<file path="src/rtl/pwm_audio_output.sv">
// pwm_audio_output: per-channel gain ramp and soft mute, error-feedback requantiser
// to PWM_N bits, and glitch-free PWM with staged codes transferred at carrier start.
module pwm_audio_output #(
   parameter int CHANNELS  = 2,
   parameter int SAMPLE_N  = 16,
   parameter int VOLUME_N  = 16,
   parameter int PWM_N     = 7,
   parameter int RAMP_STEP = 64
) (
   input  logic                         Clk,
   input  logic                         nReset,
   input  logic                         Sample_Ena,
   input  logic [CHANNELS*SAMPLE_N-1:0] Audio,
   input  logic [CHANNELS*VOLUME_N-1:0] Volume,
   input  logic                         Mute,
   input  logic                         Active,
   input  logic                         PWM_Ena,
   output logic [CHANNELS-1:0]          PWM_Out,
   output logic                         Busy,
   output logic                         Muted,
   output logic                         Overrun
);
   localparam int P  = SAMPLE_N + VOLUME_N;
   localparam int R  = P - PWM_N;
   localparam int IW = CHANNELS > 1 ? $clog2(CHANNELS) : 1;
   localparam logic [IW-1:0]       LAST = IW'(CHANNELS - 1);
   localparam logic [VOLUME_N-1:0] STEP = VOLUME_N'(RAMP_STEP);
   localparam logic [PWM_N-1:0]    MID  = {1'b1, {(PWM_N-1){1'b0}}};

   typedef enum logic {IDLE, MUL} state_t;

   state_t                       state_q, state_d;
   logic [IW-1:0]                idx_q, idx_d;
   logic [CHANNELS*SAMPLE_N-1:0] shadow_q, shadow_d;
   logic [VOLUME_N-1:0]          gain_q [CHANNELS];
   logic [VOLUME_N-1:0]          gain_d [CHANNELS];
   logic [R-1:0]                 res_q [CHANNELS];
   logic [R-1:0]                 res_d [CHANNELS];
   logic [PWM_N-1:0]             stage_q [CHANNELS];
   logic [PWM_N-1:0]             stage_d [CHANNELS];
   logic [PWM_N-1:0]             live_q [CHANNELS];
   logic [PWM_N-1:0]             live_d [CHANNELS];
   logic [PWM_N-1:0]             cnt_q, cnt_d;
   logic [CHANNELS-1:0]          pwm_q, pwm_d;
   logic                         busy_q, busy_d, muted_q, muted_d, overrun_q, overrun_d;

   logic signed [SAMPLE_N-1:0]   smp;
   logic [VOLUME_N-1:0]          gain, tgt;
   logic signed [P:0]            a_x, b_x, prod;
   logic [P:0]                   sum;
   logic [P-1:0]                 sat, ob;
   logic                         accept, zero;

   always_comb begin
      smp      = shadow_q[idx_q*SAMPLE_N +: SAMPLE_N];
      gain     = gain_q[idx_q];
      a_x      = {{(VOLUME_N+1){smp[SAMPLE_N-1]}}, smp};
      b_x      = {{(SAMPLE_N+1){1'b0}}, gain};
      prod     = a_x * b_x;
      // residual is non-negative, so only positive overflow is possible
      sum      = prod + {{(PWM_N+1){1'b0}}, res_q[idx_q]};
      sat      = (sum[P] != sum[P-1]) ? {1'b0, {(P-1){1'b1}}} : sum[P-1:0];
      ob       = {~sat[P-1], sat[P-2:0]};
      accept   = Sample_Ena && state_q == IDLE;
      state_d  = state_q;
      idx_d    = idx_q;
      shadow_d = shadow_q;
      gain_d   = gain_q;
      res_d    = res_q;
      stage_d  = stage_q;
      tgt      = '0;
      zero     = 1'b1;
      for (int c = 0; c < CHANNELS; c++) begin
         tgt  = Mute ? '0 : Volume[c*VOLUME_N +: VOLUME_N];
         zero = zero & (gain_q[c] == '0);
         if (accept)
            gain_d[c] = (gain_q[c] < tgt) ? ((tgt - gain_q[c] > STEP) ? gain_q[c] + STEP : tgt)
                                          : ((gain_q[c] - tgt > STEP) ? gain_q[c] - STEP : tgt);
         live_d[c] = PWM_Ena ? stage_q[c] : live_q[c];
         pwm_d[c]  = Active & (live_q[c] > cnt_q);
      end
      if (state_q == MUL) begin
         stage_d[idx_q] = ob[P-1 -: PWM_N];
         res_d[idx_q]   = ob[R-1:0];
         idx_d          = idx_q + 1'b1;
         state_d        = (idx_q == LAST) ? IDLE : MUL;
      end
      if (accept) begin
         shadow_d = Audio;
         idx_d    = '0;
         state_d  = MUL;
      end
      cnt_d     = PWM_Ena ? '0 : (&cnt_q ? cnt_q : cnt_q + 1'b1);
      busy_d    = state_d == MUL;
      muted_d   = Mute & zero;
      overrun_d = Sample_Ena & (state_q == MUL);
   end

   always_ff @(posedge Clk or negedge nReset) begin
      if (!nReset) begin
         state_q   <= IDLE;
         idx_q     <= '0;
         shadow_q  <= '0;
         gain_q    <= '{default: '0};
         res_q     <= '{default: '0};
         stage_q   <= '{default: MID};
         live_q    <= '{default: MID};
         cnt_q     <= '0;
         pwm_q     <= '0;
         busy_q    <= 1'b0;
         muted_q   <= 1'b0;
         overrun_q <= 1'b0;
      end else begin
         state_q   <= state_d;
         idx_q     <= idx_d;
         shadow_q  <= shadow_d;
         gain_q    <= gain_d;
         res_q     <= res_d;
         stage_q   <= stage_d;
         live_q    <= live_d;
         cnt_q     <= cnt_d;
         pwm_q     <= pwm_d;
         busy_q    <= busy_d;
         muted_q   <= muted_d;
         overrun_q <= overrun_d;
      end
   end

   assign PWM_Out = pwm_q;
   assign Busy    = busy_q;
   assign Muted   = muted_q;
   assign Overrun = overrun_q;
endmodule

</file>
<file path="config.mk">
export PLATFORM = sky130hd
export DESIGN_NAME = pwm_audio_output
export DESIGN_NICKNAME = d
export VERILOG_FILES = /design/src/rtl/pwm_audio_output.sv
export SDC_FILE = /design/constraint.sdc
export NUM_CORES = 1
export LEC_CHECK = 0
export CORE_ASPECT_RATIO = 1.1
export CORE_UTILIZATION = 31
export CTS_CLUSTER_DIAMETER = 200
export CTS_CLUSTER_SIZE = 12
export DETAILED_ROUTE_END_ITERATION = 10
export PLACE_DENSITY = 0.49
export RECOVER_POWER = 100
export SYNTH_ARGS = -nofsm -noshare
export SYNTH_HDL_FRONTEND = slang
export SYNTH_SLANG_ARGS = --single-unit
</file>
<file path="constraint.sdc">
create_clock -name Clk -period 11.4 [get_ports Clk]
set_input_delay 1.71 -clock Clk [delete_from_list [all_inputs] [get_ports Clk]]
set_output_delay 1.71 -clock Clk [all_outputs]
set_load 0.03 [all_outputs]
</file>
=== Word-level counts from Yosys, hierarchy flattened ===
Cells that the tools add are included.

* Bits in registers: 155
* Bits of input ports: 70
* Logic and storage cells: 82

* Reduce and logical (&&, ||, !) cells: 6
* Shifts and indexed selects: 1
* Equal/unequal tests: 2
* Bitwise gates (word level): 8
* Magnitude comparators: 10
* Add/sub/neg operators: 11
* Multiplexer cells: 28
* $mul: 1

{| class="wikitable"
|+ Operators by type and width
! kind !! count
|-
| two-way mux 16 bit || 11
|-
| two-way mux 25 bit || 4
|-
| > comparator 16 x 7 -> 1 bit, second input constant || 4
|-
| subtractor 16 bit || 4
|-
| bitwise mux 50 bit || 1
|-
| adder 33 x 25 -> 33 bit || 1
|-
| multiplier 16 x 17 -> 33 bit || 1
|-
| adder 16 x 7 -> 16 bit, second input constant || 2
|-
| logical NOT 16 bit || 2
|-
| < comparator 16 bit || 2
|-
| two-way mux 32 bit || 1
|-
| variable part select 32 x 6 -> 16 bit || 1
|-
| subtractor 16 x 7 -> 16 bit, second input constant || 2
|-
| demux 25 bit (select 1 bit) || 1
|-
| two-way mux 7 bit || 3
|-
| bitwise mux 14 bit || 1
|-
| > comparator 7 bit || 2
|-
| adder 7 x 1 -> 7 bit, second input constant || 1
|-
| demux 7 bit (select 1 bit) || 1
|-
| AND reduction 7 bit || 1
|-
| AND 1 bit || 5
|-
| two-way mux 1 bit || 5
|-
| greater-or-equal comparator 2 bit, second input constant || 1
|-
| logical AND 1 bit || 2
|-
| other kinds (7) || 8
|}

=== Depth between registers and ports, before layout ===
* Depth in word-level cells: 10
* Depth in mapped cells: 34

=== Worst setup path before layout ===
Ideal clock, no wire load.

* Path type: flip-flop to flip-flop
* From: register idx_q
* To: register res_q[10] (netlist bit)
* Data arrival time: 8.356 ns
* Stages on the path, launching flop included: 32
* Required time: 11.317 ns
* Setup time: 0.083 ns
* Path slack: 2.962 ns
* Cells stage by stage: dfrtp_1 > clkbuf_1 > clkbuf_1 > mux2i_1 > clkbuf_1 > nor2_1 > fa_1 > inv_1 > fa_1 > fa_1 > inv_1 > fa_1 > fa_1 > inv_1 > fa_1 > inv_1 > ha_1 > a21o_1 > a21o_1 > a221oi_1 > o21ai_0 > a221o_1 > a311oi_1 > o21ai_0 > a21o_1 > a21oi_1 > xnor2_1 > ha_1 > clkbuf_1 > buf_1 > nor2_1 > o21ai_0

* Cells in the longest elaborated chain, start to end: 9

{| class="wikitable"
|+ Ends and longest elaborated chain
! element !! line !! text
|-
| from (decl) || 33 || <nowiki>logic [IW-1:0] idx_q, idx_d;</nowiki>
|-
| from (signal assigned) || 115 || <nowiki>idx_q <= idx_d;</nowiki>
|-
| branches (longest 8 deep; another with multiplier 16 x 17 -> 33 bit) || n/a ||
|-
| bitwise mux 50 bit * || 84 || <nowiki>res_d[idx_q] = ob[R-1:0];</nowiki>
|-
| to (signal assigned) || 118 || <nowiki>res_q <= res_d;</nowiki>
|-
| to (decl) || 37 || <nowiki>logic [R-1:0] res_q [CHANNELS];</nowiki>
|}

Every way passes the cells marked *. The select of a mux whose other input is x is not followed.
A chain may end at the register's enable or synchronous reset.

=== Worst setup path after layout ===
* From: register idx_q
* To: register res_q[3] (netlist bit)

The elaborated chain is that of the path after synthesis.

==> reports/results.tsv <==
metric	value	unit
arrival	10.43	ns
hp-class	flip-flop to flip-flop	
synthArstFlopShare	100	%
wl_per_cell	18.6	um
violations	DRC, capacitance limit, slew limit	
viasPerCell	5.05	
start_kind	flip-flop	
post_cts_buffers	0	
dr.pass1.iters	8	
synth_flop_cell	dfrtp_1	
syn_area	0.0205	sq mm
pin_count	75	
core	0.0652	sq mm
clk_latency	0.49	ns
cts.htree.levels	4	
drv_slew	266	
ant_nets	0	
die_x	247	um
grt_max_degree	96	
fin_crit_sh	88.0	%
worstMarginPinSlew	5.06	ns
track_usage	19.0	%
drv.max_cap_violation_count	4	
root_buffer	clkbuf_16	
grt_most_used_layer	met2	
grt-ovfl-total	0	
num_vias	16700	
synth_area_leaders	fa_1 22%, dfrtp_1 18%, ha_1 13%	
met1_usage	25.6	%
r2r-start	idx_q	
dp_hpwl	49.3	mm
tns	0	ns
yosys_warnings	0	
postCtsHoldBufs	0	
rows	98	
use_met3	3.14	%
numCtsBuffers	17	
drc	8	
avgSynthCellArea	8.49	sq um
startpoint	idx_q	
status	finished with violations	
final_cells	3305	
synth.distinct_cells	86	
worst-endpoint-required	11.80	ns
nFillCells	6824	
synthCells	2418	
use_met2	30.1	%
slew_headroom	-237	%
syn_nets	2918	
max_freq	99.7	MHz
finalHoldViolCount	0	
drt_iter0_markers	1005	
cts-resized-gates	0	
rsz0062_at_grt	no	
nets	2942	
dp.cells	3273	
areaGrowthSynthToFinish	10.3	%
min_from	res_q[10]	
dpl_cell_area	0.0221	sq mm
utilization	34.7	%
diodes	0	
grt_pass1_wl	98.8	mm
final_design_area_no_fill	0.0226	sq mm
tritoncts	done	
synth_enable_flop_cells	0	
path_clk_slew	0.07	ns
critPathKind	flip-flop to flip-flop	
cts.path.max_buffers	2	
clock_skew	0.0153	ns
synth_top_area_cell	fa_1	
crit_fanout	77	
drive_above_1_share	5.21	%
final.min_clock_period	10.03	ns
synth_top_area_share	21.6	%
end_kind	flip-flop	
yosys_register_bits	155	
ys_seq_area_share	18.9	%
die_h	272	um
gp_congestion	0.890	
setup_viol	0	
routed_wl	61.4	mm
grt_pass1_vias	17400	
clock_sinks	155	
die_area	0.0672	sq mm
antenna_found_initial	0	
io_buffers	74	
initial_utilization	31.5	%
## path summary, 6_finish.rpt
path,to,slack (ns),cells past startpoint
setup reg to reg,res_q[3],1.37,27
hold reg to reg,res_q[10],0.47,2
min in group asynchronous,cnt_q[4],3.05,1
max in group asynchronous,idx_q,2.82,2
setup / recovery,res_q[3],1.37,27
hold / removal,res_q[10],0.47,2
## synthesized netlist by cell type (12+ instances only)
cell,instances
and2_1,12
nand3_1,44
nor3_1,25
or3_1,13
nor2b_1,24
nand2b_1,44
xor2_1,17
nand2_1,355
nand4_1,13
inv_1,368
o21ai_1,23
dfrtp_1,151
a21oi_1,72
a21o_1,24
mux2_2,49
and3_1,12
buf_1,14
mux2i_1,31
nor2_1,233
clkbuf_1,57
fa_1,221
o211ai_1,18
ha_1,209
a211oi_1,12
o21ai_0,100
o21a_1,30
xnor2_1,52
## kinds of logic (layout without fill, tap and decap cells)
family,after synthesis,after routing,synth area share [%]
flip-flops,155,155,18.9
adder cells (fa/ha/maj),430,430,34.3
AND/OR/NAND/NOR,819,819,17.8
buffers and inverters,460,497,8.69
multiplexers,81,81,4.31
AO/OA/AOI/OAI,404,404,13.1
XOR/XNOR,69,69,2.94
## metal layers
layer / vias up / wire, um / share of wire (%)
li1: 7945 / - / -
met4: 0 / 2340 / 3.8
met2: 443 / 28200 / 46
met3: 106 / 3010 / 4.9
met5: - / 0 / 0
met1: 8211 / 27800 / 45
## layout make-up
cell class              count  area (sq um)  area share, %
flip-flops and latches    155          3890           17.2
repair buffers             93           862           3.81
multi-input cells        1803         14800           65.4
clock buffers              17           425           1.88
inverters                 372          1400           6.17
clock inverters            15           188          0.829
well taps                 850          1060           4.70
## per-stage QoR
| step | hold WS [ns] | setup slack (ns) |
|---|---|---|
| 2_1_floorplan | 0.440 | 2.96 |
| 3_3_place_gp | 0.457 | 1.50 |
| 3_5_place_dp | 0.462 | 1.32 |
| 4_1_cts | 0.480 | 1.32 |
| 5_1_grt | 0.498 | 0.709 |
| 6_report | 0.475 | 1.37 |
## worst max-delay path, cell delays in order, from the launching register on
cell and delay, ns:
dfrtp_4 1.00, buf_4 0.50, mux2i_1 0.76, nor2_1 0.16
fa_1 0.57, inv_1 0.06, fa_1 0.54, inv_1 0.06
fa_1 0.52, fa_1 0.58, fa_1 0.57, inv_1 0.06
fa_1 0.54, inv_1 0.04, ha_1 0.26, a21o_1 0.19
a221oi_1 0.26, o21ai_0 0.17, a221o_1 0.41, a311oi_1 0.40
o21ai_0 0.21, a21o_1 0.21, a21oi_1 0.17, xnor2_1 0.09
ha_1 0.94, clkbuf_1 0.27, nor2_1 0.09, o21ai_0 0.18
## placed cells by master (no fill, tap or decap), types with 8 or more instances in the layout
cell,netlist,routed
mux2i_1,31,32
o21ai_0,100,108
a211oi_1,12,13
a21oi_1,72,72
dlygate4sd3_1,0,9
buf_4,2,15
nor3_1,25,25
clkbuf_16,0,17
nand2_1,355,355
a31oi_1,11,11
mux2_2,49,49
o211ai_1,18,18
inv_1,368,368
xnor2_1,52,52
nand4_1,13,14
a221oi_1,9,9
nor2_1,233,233
clkdlybuf4s50_1,0,64
ha_1,209,209
o21a_1,30,30
and2_1,12,12
fa_1,221,221
o21ai_1,23,20
nand3_1,44,44
a21o_1,24,24
dfrtp_1,151,150
o22a_1,10,10
nand2b_1,44,43
nor4_1,9,9
xor2_1,17,17
and3_1,12,12
or3_1,13,13
a211o_1,9,9
nor2b_1,24,24
o2111ai_1,8,8
## flip-flops by register name, summed over array words and instances (netlist names)
| register | cells |
|---|---|
| gain_q | 32 |
| cnt_q | 7 |
| Overrun | 1 |
| idx_q | 1 |
| Muted | 1 |
| Busy | 1 |
| stage_q | 14 |
| PWM_Out | 2 |
| res_q | 50 |
| live_q | 14 |
| shadow_q | 32 |
Power is left out: the tool's default activity adds up to more than one toggle a clock period on the data nets, which glitch-free logic cannot reach.
